<file path="config.mk">
export PLATFORM = sky130hd
export DESIGN_NAME = timer_dev
export DESIGN_NICKNAME = d
export VERILOG_FILES = /design/src/rtl/timer_dev_pkg.sv /design/src/rtl/timer_dev.sv
export SDC_FILE = /design/constraint.sdc
export NUM_CORES = 1
export LEC_CHECK = 0
export ABC_AREA = 1
export CORE_ASPECT_RATIO = 0.6
export CORE_MARGIN = 8
export CORE_UTILIZATION = 59
export DETAILED_ROUTE_END_ITERATION = 8
export PLACE_DENSITY = 0.95
export SETUP_SLACK_MARGIN = 0.15
export SYNTH_ARGS = -nofsm -noshare
export SYNTH_HDL_FRONTEND = slang
export SYNTH_SLANG_ARGS = --single-unit
</file>
<file path="constraint.sdc">
create_clock -name clk -period 5.5 [get_ports clk]
set_clock_uncertainty 0.1 [all_clocks]
set_input_delay 1.1 -clock clk [delete_from_list [all_inputs] [get_ports clk]]
set_output_delay 1.1 -clock clk [all_outputs]
set_load 0.02 [all_outputs]
</file>
<file path="src/rtl/timer_dev_pkg.sv">
// timer_dev_pkg
//   Shared definitions for the timer_dev bus peripheral: word offsets of the
//   register file, CTRL field positions, mode codes and the FSM state type.
//   There are no ports; the package is imported by timer_dev.
package timer_dev_pkg;

    // Word offsets (PrAddr[3:2]) decoded inside the timer.
    localparam logic [1:0] ADDR_CTRL   = 2'd0;
    localparam logic [1:0] ADDR_PRESET = 2'd1;
    localparam logic [1:0] ADDR_COUNT  = 2'd2;

    // CTRL layout: [3] IM, [2:1] Mode, [0] Enable.
    localparam int unsigned CTRL_W       = 4;
    localparam int unsigned CTRL_EN      = 0;
    localparam int unsigned CTRL_MODE_LO = 1;
    localparam int unsigned CTRL_MODE_HI = 2;
    localparam int unsigned CTRL_IM      = 3;

    // Only 2'b01 reloads; every other Mode code behaves as one-shot.
    localparam logic [1:0] MODE_RELOAD = 2'b01;

    typedef enum logic [1:0] {
        ST_IDLE = 2'd0,
        ST_LOAD = 2'd1,
        ST_CNT  = 2'd2,
        ST_INT  = 2'd3
    } state_e;

    function automatic logic mode_is_reload(input logic [1:0] mode);
        return mode == MODE_RELOAD;
    endfunction

endpackage

</file>
<file path="src/rtl/timer_dev.sv">
// timer_dev
//   Programmable down-counter on the processor bus. CTRL, PRESET and COUNT
//   are word registers; COUNT reaching zero sets an interrupt flag that is
//   presented on IRQ when CTRL.IM is set. One-shot and auto-reload modes,
//   pause/resume via CTRL.Enable.
// Ports
//   clk   in   1   system clock, all state on rising edge
//   rst   in   1   asynchronous active-low reset
//   Addr  in   2   word offset: 0 CTRL, 1 PRESET, 2 COUNT, 3 reserved
//   WE    in   1   write strobe (already chip-select qualified)
//   DIn   in   32  write data
//   DOut  out  32  read data, combinational on Addr
//   IRQ   out  1   level interrupt = irq_flag & CTRL.IM
module timer_dev
    import timer_dev_pkg::*;
#(
    parameter int unsigned WIDTH = 32
) (
    input  logic        clk,
    input  logic        rst,
    input  logic [1:0]  Addr,
    input  logic        WE,
    input  logic [31:0] DIn,
    output logic [31:0] DOut,
    output logic        IRQ
);

    state_e              state_q, state_d;
    logic [CTRL_W-1:0]   ctrl_q, ctrl_d;
    logic [WIDTH-1:0]    preset_q, preset_d;
    logic [WIDTH-1:0]    count_q, count_d;
    logic                irq_flag_q, irq_flag_d;

    logic                enable;
    logic [1:0]          mode;
    logic                wr_ctrl;
    logic                wr_preset;

    assign enable    = ctrl_q[CTRL_EN];
    assign mode      = ctrl_q[CTRL_MODE_HI:CTRL_MODE_LO];
    assign wr_ctrl   = WE && (Addr == ADDR_CTRL);
    assign wr_preset = WE && (Addr == ADDR_PRESET);

    // Any write cycle freezes the counter FSM; only a PRESET write moves it
    // (back to IDLE). Writes to COUNT/reserved have no register effect.
    always_comb begin
        state_d    = state_q;
        ctrl_d     = ctrl_q;
        preset_d   = preset_q;
        count_d    = count_q;
        irq_flag_d = irq_flag_q;

        if (WE) begin
            if (wr_ctrl) begin
                ctrl_d     = DIn[CTRL_W-1:0];
                irq_flag_d = 1'b0;
            end
            if (wr_preset) begin
                preset_d   = DIn[WIDTH-1:0];
                irq_flag_d = 1'b0;
                state_d    = ST_IDLE;
            end
        end else begin
            case (state_q)
                ST_IDLE: begin
                    if (enable) begin
                        state_d = ST_LOAD;
                    end
                end
                ST_LOAD: begin
                    count_d = preset_q;
                    state_d = ST_CNT;
                end
                ST_CNT: begin
                    if (enable) begin
                        // COUNT of 0 or 1 both terminate, so PRESET=0 acts as 1
                        // and the counter can never wrap.
                        if (count_q > WIDTH'(1)) begin
                            count_d = count_q - WIDTH'(1);
                        end else begin
                            count_d    = '0;
                            irq_flag_d = 1'b1;
                            state_d    = ST_INT;
                        end
                    end
                end
                ST_INT: begin
                    if (mode_is_reload(mode)) begin
                        irq_flag_d = 1'b0;
                        state_d    = ST_LOAD;
                    end else begin
                        ctrl_d[CTRL_EN] = 1'b0;
                        state_d         = ST_IDLE;
                    end
                end
                default: begin
                    state_d = ST_IDLE;
                end
            endcase
        end
    end

    always_ff @(posedge clk or negedge rst) begin
        if (!rst) begin
            state_q    <= ST_IDLE;
            ctrl_q     <= '0;
            preset_q   <= '0;
            count_q    <= '0;
            irq_flag_q <= 1'b0;
        end else begin
            state_q    <= state_d;
            ctrl_q     <= ctrl_d;
            preset_q   <= preset_d;
            count_q    <= count_d;
            irq_flag_q <= irq_flag_d;
        end
    end

    always_comb begin
        DOut = '0;
        case (Addr)
            ADDR_CTRL:   DOut[CTRL_W-1:0] = ctrl_q;
            ADDR_PRESET: DOut[WIDTH-1:0]  = preset_q;
            ADDR_COUNT:  DOut[WIDTH-1:0]  = count_q;
            default:     DOut             = '0;
        endcase
    end

    assign IRQ = irq_flag_q & ctrl_q[CTRL_IM];

endmodule

</file>
Word-level counts from Yosys, hierarchy flattened
Cells that the tools add are included.
{"block": "word_totals", "rom_bits": 0, "latchBits": 0, "n_memories": 0, "out_inout_bits": 33, "ram_bits": 0, "reg_bits": 71, "input_bits": 37}
{"block": "op_classes", "n_addsub": 1, "n_bitwise": 2, "magnitude_cmp": 1, "n_reduce_logical": 13, "n_mul": 0, "n_mux": 23, "n_eq_ne": 15, "shift": 0, "n_div": 0}
{"cell": "32-bit 2-to-1 mux", "count": 2}
{"cell": "32-bit case mux with 2 select lines", "count": 1}
{"cell": "28-bit case mux with 2 select lines", "count": 1}
{"cell": "32-bit by 1-bit greater-than comparator with 1-bit output (second input constant)", "count": 1}
{"cell": "32-bit by 1-bit subtractor with 32-bit output (second input constant)", "count": 1}
{"cell": "3-bit inequality test (second input constant)", "count": 4}
{"cell": "4-bit case mux with 3 select lines", "count": 1}
{"cell": "1-bit 2-to-1 mux", "count": 11}
{"cell": "2-bit 2-to-1 mux", "count": 5}
{"cell": "2-bit case mux with 4 select lines", "count": 1}
{"cell": "2-bit by 1-bit equality test with 1-bit output (second input constant)", "count": 3}
{"cell": "2-bit equality test (second input constant)", "count": 3}
{"cell": "3-bit AND reduction", "count": 2}
{"cell": "5-bit AND reduction", "count": 1}
{"cell": "2-bit zero test", "count": 2}
{"cell": "2-bit by 1-bit inequality test with 1-bit output (second input constant)", "count": 2}
{"cell": "2-bit inequality test (second input constant)", "count": 2}
{"cell": "2-bit AND reduction", "count": 2}
{"cell": "4-bit AND reduction", "count": 1}
{"cell": "2-bit nonzero test", "count": 2}
{"cell": "3-bit by 1-bit inequality test with 1-bit output (second input constant)", "count": 1}
{"cell": "3-bit nonzero test", "count": 1}
{"cell": "1-bit logical AND", "count": 2}
{"cell": "1-bit case mux with 2 select lines", "count": 1}
{"cell": "2 further kinds", "count": 2}

Depth between registers and ports, before layout
Gate-level depths: netlist of the first run.
{"block": "logic_depth", "depth_word": 5, "depth_mapped": 11, "ltp_nobuf": 11}

Worst setup path before layout of the first run
Ideal clock, no wire load.
{"block": "synth_path", "path_type": "input port to output port", "startpoint": "input Addr[1]", "endpoint": "output DOut[10]", "setup_slack_ns": 2.179, "arrival_ns": 2.121, "cell_stages": 6, "n_path_buf": 2, "required_ns": 4.300, "cell_sequence": "inv_1 ha_1 buf_2 clkbuf_1 nand2_1 a21oi_1"}
{"block": "synth_via", "elab_chain_len": 2}
{"item": "start, declared", "line": "timer_dev.sv:21", "source": "input logic [1:0] Addr,"}
{"item": "2-bit equality test / 2-bit by 1-bit equality test with 1-bit output (equally long branches)", "line": "timer_dev.sv:121", "source": "case (Addr)"}
{"item": "28-bit case mux with 2 select lines (*)", "line": "timer_dev.sv:121"}
{"item": "end, declared", "line": "timer_dev.sv:24", "source": "output logic [31:0] DOut,"}
Mark *: on every way between the ends. The rest lies on a longest branch, timed or not.

Final worst setup path of the first run
{"block": "layout_path", "startpoint": "input Addr[0]", "endpoint": "output DOut[7]"}
The elaborated chain is that of the path after synthesis.

==> run metrics, run 1 <==
TritonCTS Sinks=71; Final TNS setup=0 ns; Critical Path End Type=output pin; layout cell share with drive strength beyond 1=9.41%; P_int=approximately 1.4 mW; Area growth syn-to-layout=22.8%; largest net degree at the start of global routing=between 50 and 60; Vias=4551; RSZ-0062 raised after global routing=no; die area=between 0.01 and 0.015 sq mm; f_max=231 MHz; Via density=~5.7; Core Area=0.00736 sq mm; critical path class=in2out; flops & latches, synth=71; Hold Fails Final Rpt=0; Routed Antenna Nets=0; Synth warnings=0; I/O pin count=70; drt wl/cell=16.5 um; DPL Wire Length=9.08 mm; post-route cell area=roughly 0.0056 sq mm; Leak=2.37 nW; TritonCTS clock tree=done; Final Max Slew Viols=0; drt drc=0; first-pass GRT wire length=roughly 22 mm; Starting Density=roughly three fifths; gr usage total=25.0%; fin util=around 76%; number of distinct library cells after synthesis=28; Clk Latency, worst-skew pair=roughly 0.33 ns; HP Class=reg2reg; H-tree depth=3; Synth Instances=624; hold path cells=2; Num CTS Buffers=9; pwr dens=450 mW/mm^2; met3 GRT Util=6.57%; max_cap viols=0; DP Area=0.00527 sq mm; slack of the critical path=1.17 ns; combinational power share=38.9%; crit path max fanout=28; area share of the largest cell type after synthesis=39.2%; count of buffers from port buffering=69; commonest non-fill, non-tap cell in the layout=nand2_1; Post-CTS Repair Setup Buffers=0; Syn Area/Cell=7.25 sq um; clock root buffer master=clkbuf_16; hold endpoint=irq_flag_q; Area contributors post-synth=dfrtp_1 39%, nand2_1 14%, a21oi_1 10%; Tcrit/Tclk final=slightly below 80%; area leader, netlist=dfrtp_1; FP Rows=24; Worst R2R Setup Slack=2.71 ns; routability cong.=0.920; vias in the first global route=roughly 4300; post_cts resized=0; Slew @ Worst Pin=1.06 ns; # diodes=0; CP Data Required Time=4.30 ns; clk buf depth=2; Worst Path Arrival=3.13 ns; Seq pwr share=between 30% and 40%; Net Sw Power=1.06 mW; RR Endpoint=state_q[1]; normalized max-slew margin=29.2%; Mapped Nets=670; global route total overflow=0; width of the chip=~130 um; Placement Setup Slack=1.17 ns; Clk pwr share=23.0%; die height=83.9 um; R2R Path Start=count_q[1]; met2 usage=38.3%; initial antenna violation count=0; worst vdd ir=0.000301 V; CTS Hold Bufs=0; DR pass1 iterations=8; fillcell total=roughly 560; status=finished, final reports clean; Period minus WS final=between 4 and 5 ns; routed wire length=13.1 mm; R2R depth=10; most frequent cells in the layout=169 x nand2_1, 94 x a21oi_1, 90 x nor2_1; Final setup violation count=0; grt peak-use layer=met2; Startpoint Class=input pin; sw frac=42.5%; met1 track demand over resource=33.8%; Hold Startpoint=irq_flag_q; sequential area share after synthesis=39.2%; synthesized cell area=between 0.004 and 0.005 sq mm; Iter 0 DRT Violations=490; NumNets Final=732; clock slew at reported path FFs=0.06 ns
[power groups by stage]
stage | sequential, mW | clock [mW] | combinational (mW)
after floorplan | 0.876 | 0 | 0.708
final | 0.953 | 0.576 | 0.974
after global routing | 0.981 | 0.603 | 1.09
after global placement | 0.935 | 0 | 0.894
after CTS | 0.941 | 0.576 | 0.959
after detailed placement | 0.947 | 0 | 0.944
[layer usage]
metal	vias up	wire length (um)
li1	2148	-
met1	2123	5750
met2	250	5850
met3	30	1280
met4	0	252
met5	-	0
[Yosys cell counts]
cell / number
o21bai_1: 7
nor2_4: 2
ha_1: 9
nand4_1: 3
nand2_1: 169
clkinv_1: 1
xor2_1: 5
a31oi_1: 1
a21oi_4: 1
nand2_2: 3
o21ai_0: 12
nor2_2: 5
nand2_4: 1
dfrtp_1: 71
a21oi_1: 94
buf_2: 5
inv_1: 48
nand3_1: 37
nand3b_1: 1
nand3_2: 3
nor2_1: 90
buf_1: 2
buf_6: 3
a21boi_0: 1
inv_2: 1
xnor2_1: 7
mux2_2: 28
clkbuf_1: 14
[worst max path at each step]
stage	slack, ns	cells past startpoint	endpoint	start
after detailed placement	1.17	6	DOut[16]	Addr[0]
after global routing	1.06	6	DOut[16]	Addr[0]
final	1.17	6	DOut[7]	Addr[0]
after floorplan	2.18	6	DOut[10]	Addr[1]
after global placement	1.27	6	DOut[9]	Addr[0]
after CTS	1.16	6	DOut[16]	Addr[0]
[state kept, by name, indices dropped and copies added (netlist names)]
| signal | cells |
|---|---|
| count_q | 32 |
| irq_flag_q | 1 |
| state_q | 2 |
| preset_q | 32 |
| ctrl_q | 4 |
[cells by family after synthesis]
kind of cell    count (synthesis)  share of synthesized area (%)
simple gates                  314                           28.7
compound gates                116                           13.5
buf+inv                        74                           6.77
flops                          71                           39.2
mux                            28                           6.97
xor+xnor                       12                           2.32
fa+ha+maj                       9                           2.49
[worst max-delay path: stages]
cell and delay, ns:
clkdlybuf4s50_1 0.52, inv_1 0.08, ha_1 0.30, inv_2 0.43, a21oi_1 0.12, clkdlybuf4s50_1 0.57
[per-stage QoR]
step | power (mW) | hold slack, ns | instances
after floorplan | 1.58 | 0.342 | 624
after global placement | 1.83 | 0.363 | 779
after detailed placement | 1.89 | 0.369 | 779
after CTS | 2.48 | 0.383 | 795
after global routing | 2.67 | 0.415 | 795
final | 2.50 | 0.379 | 795
[layout make-up]
type | instances | area [sq um] | area share (%)
clock buffer | 11 | 233 | 4.19
clock inverter | 5 | 58.8 | 1.06
inverter | 50 | 188 | 3.38
multi-input combinational | 479 | 2440 | 43.9
sequential | 71 | 1780 | 32.0
tap | 104 | 130 | 2.34
timing repair buffer | 75 | 731 | 13.1
Power figures use the tool's default switching activity.
==> inputs of run 2 (changes only) <==
--- a/config.mk
+++ b/config.mk
@@ -8,9 +8,9 @@
 export ABC_AREA = 1
 export CORE_ASPECT_RATIO = 0.6
 export CORE_MARGIN = 8
-export CORE_UTILIZATION = 59
+export CORE_UTILIZATION = 49
 export DETAILED_ROUTE_END_ITERATION = 8
-export PLACE_DENSITY = 0.95
+export PLACE_DENSITY = 0.88
 export SETUP_SLACK_MARGIN = 0.15
 export SYNTH_ARGS = -nofsm -noshare
 export SYNTH_HDL_FRONTEND = slang
==> constraint.sdc (replaced) <==
create_clock -name clk -period 3.64 [get_ports clk]
set_clock_uncertainty 0.1 [all_clocks]
set_input_delay 0.728 -clock clk [delete_from_list [all_inputs] [get_ports clk]]
set_output_delay 0.728 -clock clk [all_outputs]
set_load 0.02 [all_outputs]
==> run metrics, run 2 (same netlist as run 1, synthesis figures left out) <==
status=finished, final reports clean (unchanged); Core Area=0.00909 sq mm (was 0.00736 sq mm); # diodes=0 (unchanged); WHS=0.318 ns (was 0.379 ns); largest net degree at the start of global routing=72 (was 58); worst vdd ir=0.000305 V (was 0.000301 V); Hold Fails Final Rpt=0 (unchanged); commonest non-fill, non-tap cell in the layout=nand2_1 (unchanged); Worst R2R Setup Slack=1.21 ns (was 2.71 ns); Post-CTS Repair Setup Buffers=0 (unchanged); Final Non-Filler Cells=809 (was 795); global route total overflow=0 (unchanged); Starting Density=49.8% (was 61.5%); max_cap viols=0 (unchanged); gr usage total=21.1% (was 25.0%); CTS Hold Bufs=0 (unchanged); Startpoint Class=input pin (unchanged); RR Endpoint=count_q[14] (was state_q[1]); Leak=2.80 nW (was 2.37 nW); Final TNS setup=0 ns (unchanged); RSZ-0062 raised after global routing=no (unchanged); drt drc=0 (unchanged); post-route cell area=0.00569 sq mm (was 0.00556 sq mm); DPL Wire Length=9.61 mm (was 9.08 mm); normalized max-slew margin=58.2% (was 29.2%); critical path class=in2out (unchanged); vias in the first global route=4411 (was 4349); Worst Setup SP=Addr[0] (unchanged); Area growth syn-to-layout=25.7% (was 22.8%); total power=3.70 mW (was 2.50 mW); Final Max Slew Viols=0 (unchanged); Largest regs=count_q: 32 flops, preset_q: 32 flops, ctrl_q: 4 flops (unchanged); f_max=292 MHz; FP Rows=27 (was 24); TritonCTS clock tree=done (unchanged); clock root buffer master=clkbuf_16 (unchanged); die height=90.5 um (was 83.9 um); layout cell share with drive strength beyond 1=9.67% (was 9.41%); Num CTS Buffers=9 (unchanged); Inst Count DP=795 (was 779); crit path max fanout=28 (unchanged); Via density=5.55 (was 5.72); clk buf depth=2 (unchanged); Worst Path Arrival=2.59 ns (was 3.13 ns); Iter 0 DRT Violations=471 (was 490); width of the chip=140 um (was 129 um); DR pass1 iterations=8 (unchanged); R2R Path Start=count_q[0] (was count_q[1]); initial antenna violation count=0 (unchanged); die area=0.0127 sq mm (was 0.0108 sq mm); Final setup violation count=0 (unchanged); drt wl/cell=16.5 um (about the same); I/O pin count=70 (unchanged); R2R depth=10 (unchanged); Tcrit/Tclk final=between 90% and 100%; first-pass GRT wire length=21.9 mm (was 21.8 mm); Slew @ Worst Pin=0.626 ns (was 1.06 ns); Placement Setup Slack=0.171 ns (was 1.17 ns); Vias=4488 (was 4551); Clk Latency, worst-skew pair=0.34 ns (was 0.33 ns); fin util=62.6% (was 75.6%); slack of the critical path=0.220 ns (was 1.17 ns); HP Class=in2async (was reg2reg); TritonCTS Sinks=71 (unchanged); CP Data Required Time=2.81 ns (was 4.30 ns); count of buffers from port buffering=69 (unchanged); DP Area=0.00536 sq mm (was 0.00527 sq mm); routability cong.=0.877 (was 0.920); Critical Path End Type=output pin (unchanged); H-tree depth=3 (unchanged); routed wire length=13.4 mm (was 13.1 mm); most frequent cells in the layout=169 x nand2_1, 94 x a21oi_1, 90 x nor2_1 (unchanged); NumNets Final=736 (was 732); Period minus WS final=3.42 ns; clock slew at reported path FFs=0.05 ns (was 0.06 ns); Routed Antenna Nets=0 (unchanged); pwr dens=651 mW/mm^2 (was 450 mW/mm^2)
## run 2: changes by cell type in the layout (fill, tap and decap cells not counted)
cell and delta:
clkinv_4 -1, buf_12 +4, dlymetal6s2s_1 +24, clkdlybuf4s50_1 -24, clkinvlp_4 -2, clkbuf_8 +2
bufinv_16 -1
## run 2: final cells by class
| class | instances | area [sq um] |
|---|---|---|
| clock inverters | 1 | 5.00 |
| repair buffers | 79 | 871 |
| inverters | 50 | 188 |
| well taps | 116 | 145 |
| multi-input cells | 479 | 2440 |
| flip-flops and latches | 71 | 1780 |
| fillers | 803 | 3400 |
| clock buffers | 13 | 260 |
## run 2: per-layer routing
layer  wire (um)  up-vias  share of wire, %  GRT usage (%)
li1            -     2148                 -              -
met1        6120     2084                46           28.4
met2        5770      231                43           32.3
met3        1270       25               9.5           5.80
met4         227        0               1.7           6.74
met5           0        -                 0              0
## run 2: repair_timing
action                                  in CTS  in global routing
hold endpoints to repair                     0                  0
resized for setup                            0                 24
endpoints found under the setup margin       0                 24
## run 2: power by group
part | total (mW) | switching, mW | internal (mW)
clock | 0.800 | 0.310 | 0.490
combinational | 1.46 | 0.872 | 0.588
sequential | 1.44 | 0.377 | 1.07
## run 2: worst max-delay path: stages
cell	delay, ns
clkdlybuf4s50_1	0.52
inv_1	0.08
ha_1	0.30
inv_2	0.05
buf_12	0.16
a21oi_1	0.13
clkdlybuf4s50_1	0.62
## run 2: how the worst max path moves through the flow
stage and end:
6_report DOut[19], 4_1_cts DOut[29], 2_1_floorplan DOut[10], 3_5_place_dp DOut[29], 3_3_place_gp DOut[14], 5_1_grt DOut[1]
==> inputs of run 3 (changes only) <==
--- a/config.mk
+++ b/config.mk
@@ -7,7 +7,7 @@
 export LEC_CHECK = 0
 export ABC_AREA = 1
 export CORE_ASPECT_RATIO = 0.6
-export CORE_MARGIN = 8
+export CORE_MARGIN = 2
 export CORE_UTILIZATION = 49
 export DETAILED_ROUTE_END_ITERATION = 8
 export PLACE_DENSITY = 0.88
==> run metrics, run 3 (same netlist as run 1, synthesis figures left out) <==
Worst path slowest cell=clkdlybuf4s50_1 (unchanged); CP Data Required Time=2.81 ns (about the same); die area=0.0100 sq mm (was 0.0127 sq mm); drt drc=0 (unchanged); max_cap viols=0 (unchanged); # diodes=0 (unchanged); Routed Antenna Nets=0 (unchanged); Final TNS setup=0 ns (unchanged); DR pass1 iterations=5 (was 8); initial antenna violation count=0 (unchanged); post-route cell area=0.00572 sq mm (was 0.00569 sq mm); f_max=293 MHz (was 292 MHz); Period minus WS final=3.41 ns (was 3.42 ns); Vias=4431 (was 4488); layout cell share with drive strength beyond 1=9.94% (was 9.67%); Final setup violation count=0 (unchanged); Iter 0 DRT Violations=413 (was 471); Hold Fails Final Rpt=0 (unchanged); Starting Density=49.8% (unchanged); CTS Hold Bufs=0 (unchanged); Net Sw Power=1.56 mW (about the same); RSZ-0062 raised after global routing=no (unchanged); HP Class=in2async (unchanged); normalized max-slew margin=39.9% (was 58.2%); Area growth syn-to-layout=26.3% (was 25.7%); Buf/Inv on CP=5 (unchanged); width of the chip=128 um (was 140 um); Final Max Slew Viols=0 (unchanged); first-pass GRT wire length=20.4 mm (was 21.9 mm); pwr dens=664 mW/mm^2 (was 651 mW/mm^2); Num CTS Buffers=9 (unchanged); TritonCTS clock tree=done (unchanged); crit-path most repeated cell=clkdlybuf4s50_1 (unchanged); drt wl/cell=15.2 um (was 16.5 um); Worst Path Arrival=2.58 ns (was 2.59 ns); sw frac=41.1% (was 42.1%); routability cong.=0.951 (was 0.877); NumNets Final=735 (was 736); Core Area=0.00909 sq mm (unchanged); clk buf depth=2 (unchanged); Critical Path End Type=output pin (unchanged); CP Cell Sequence=clkdlybuf4s50_1 > inv_1 > ha_1 > inv_2 > buf_12 > a21oi_1 > clkdlybuf4s50_1 (unchanged); largest net degree at the start of global routing=44 (was 72); Slew @ Worst Pin=0.900 ns (was 0.626 ns); CP max stage delay=0.62 ns (about the same); Tcrit/Tclk final=93.8% (was 94.0%); I/O pin count=70 (unchanged); clock root buffer master=clkbuf_16 (unchanged); critical path class=in2out (unchanged); commonest non-fill, non-tap cell in the layout=nand2_1 (unchanged); Leak=2.75 nW (was 2.80 nW); fillcell total=766 (was 803); gr usage total=25.9% (was 21.1%); Clk Latency, worst-skew pair=0.34 ns (about the same); Clk pwr share=24.2% (was 21.6%); status=finished, final reports clean (unchanged); P_int=2.24 mW (was 2.14 mW); crit path max fanout=28 (unchanged); DPL Wire Length=8.79 mm (was 9.61 mm); Via density=5.47 (was 5.55); DP Area=0.00536 sq mm (about the same); FP Rows=27 (unchanged); count of buffers from port buffering=69 (unchanged); combinational power share=38.0% (was 39.4%); routed wire length=12.3 mm (was 13.4 mm); clock slew at reported path FFs=0.05 ns (about the same); cell family with most CP delay=buffers and inverters (unchanged); Largest regs=count_q: 32 flops, preset_q: 32 flops, ctrl_q: 4 flops (unchanged); H-tree depth=3 (unchanged); die height=78.5 um (was 90.5 um); Startpoint Class=input pin (unchanged); most frequent cells in the layout=169 x nand2_1, 94 x a21oi_1, 90 x nor2_1 (unchanged); TritonCTS Sinks=71 (unchanged); worst vdd ir=0.000312 V (was 0.000305 V); Seq pwr share=37.8% (was 39.0%); global route total overflow=0 (unchanged); vias in the first global route=4162 (was 4411)
==> run 3: cell types whose count changed in the layout (fill, tap and decap cells not counted) <==
| cell | before | now |
|---|---|---|
| dlymetal6s2s_1 | 24 | 20 |
| bufinv_16 | 0 | 1 |
| buf_4 | 6 | 5 |
| clkbuf_8 | 2 | 3 |
| clkdlybuf4s50_1 | 44 | 48 |
| clkbuf_1 | 2 | 1 |
| clkinv_2 | 1 | 2 |
==> run 3: power by group through the flow <==
stage	sequential (mW)	combinational [mW]	clock, mW
2_1_floorplan	1.32	1.07	0
3_3_place_gp	1.42	1.38	0
3_5_place_dp	1.44	1.43	0
4_1_cts	1.42	1.45	0.930
5_1_grt	1.48	1.64	0.958
6_report	1.44	1.44	0.917
==> run 3: what timing repair did <==
action                     in CTS  in global routing
setup buffers                   0                  0
resized for setup               0                 20
setup endpoints to repair       0                 20
==> run 3: final timing paths <==
path | start | end | slack [ns] | cells after the start
worst max-delay path | Addr[0] | DOut[31] | 0.23 | 7
worst min-delay path | rst | preset_q[31] | 0.34 | 1
worst max register to register | count_q[0] | state_q[0] | 1.01 | 10
worst min register to register | irq_flag_q | irq_flag_q | 0.37 | 2
max in group asynchronous | rst | preset_q[13] | 2.43 | 2
min in group clk | irq_flag_q | irq_flag_q | 0.37 | 2
==> run 3: worst reg2reg max path, stage by stage, from the launching register on <==
cell	delay [ns]
dfrtp_1	0.40
inv_1	0.11
ha_1	0.32
nand2_2	0.15
nor2_4	0.07
nand2_4	0.08
nand2_2	0.07
a21oi_4	0.71
nand2_1	0.29
nand3_1	0.15
nand2_1	0.06
==> run 3: final cells by class <==
type	count	area [sq um]	share of cell area (%)
inverters	50	188	3.28
multi-input cells	479	2440	42.7
flip-flops and latches	71	1780	31.1
clock inverters	3	40.0	0.700
clock buffers	13	270	4.73
repair buffers	78	853	14.9
well taps	116	145	2.54
==> run 3: metal layers <==
layer | part of all wire, % | global-route usage, %
met5 | 0 | 0
met4 | 1.3 | 7.47
met3 | 8.9 | 6.07
met2 | 42 | 38.2
met1 | 48 | 37.9
==> run 3: per-stage QoR <==
| step | util [%] | cells | power, mW | hold slack, ns | setup WS [ns] |
|---|---|---|---|---|---|
| after CTS | 62.4 | 810 | 3.80 | 0.347 | 0.193 |
| after global routing | 62.9 | 810 | 4.08 | 0.378 | 0.151 |
| after detailed placement | 58.9 | 794 | 2.86 | 0.358 | 0.192 |
| after floorplan | - | 624 | 2.39 | 0.332 | 1.06 |
| after global placement | 58.9 | 794 | 2.80 | 0.359 | 0.291 |
| final | 62.9 | 810 | 3.80 | 0.339 | 0.227 |
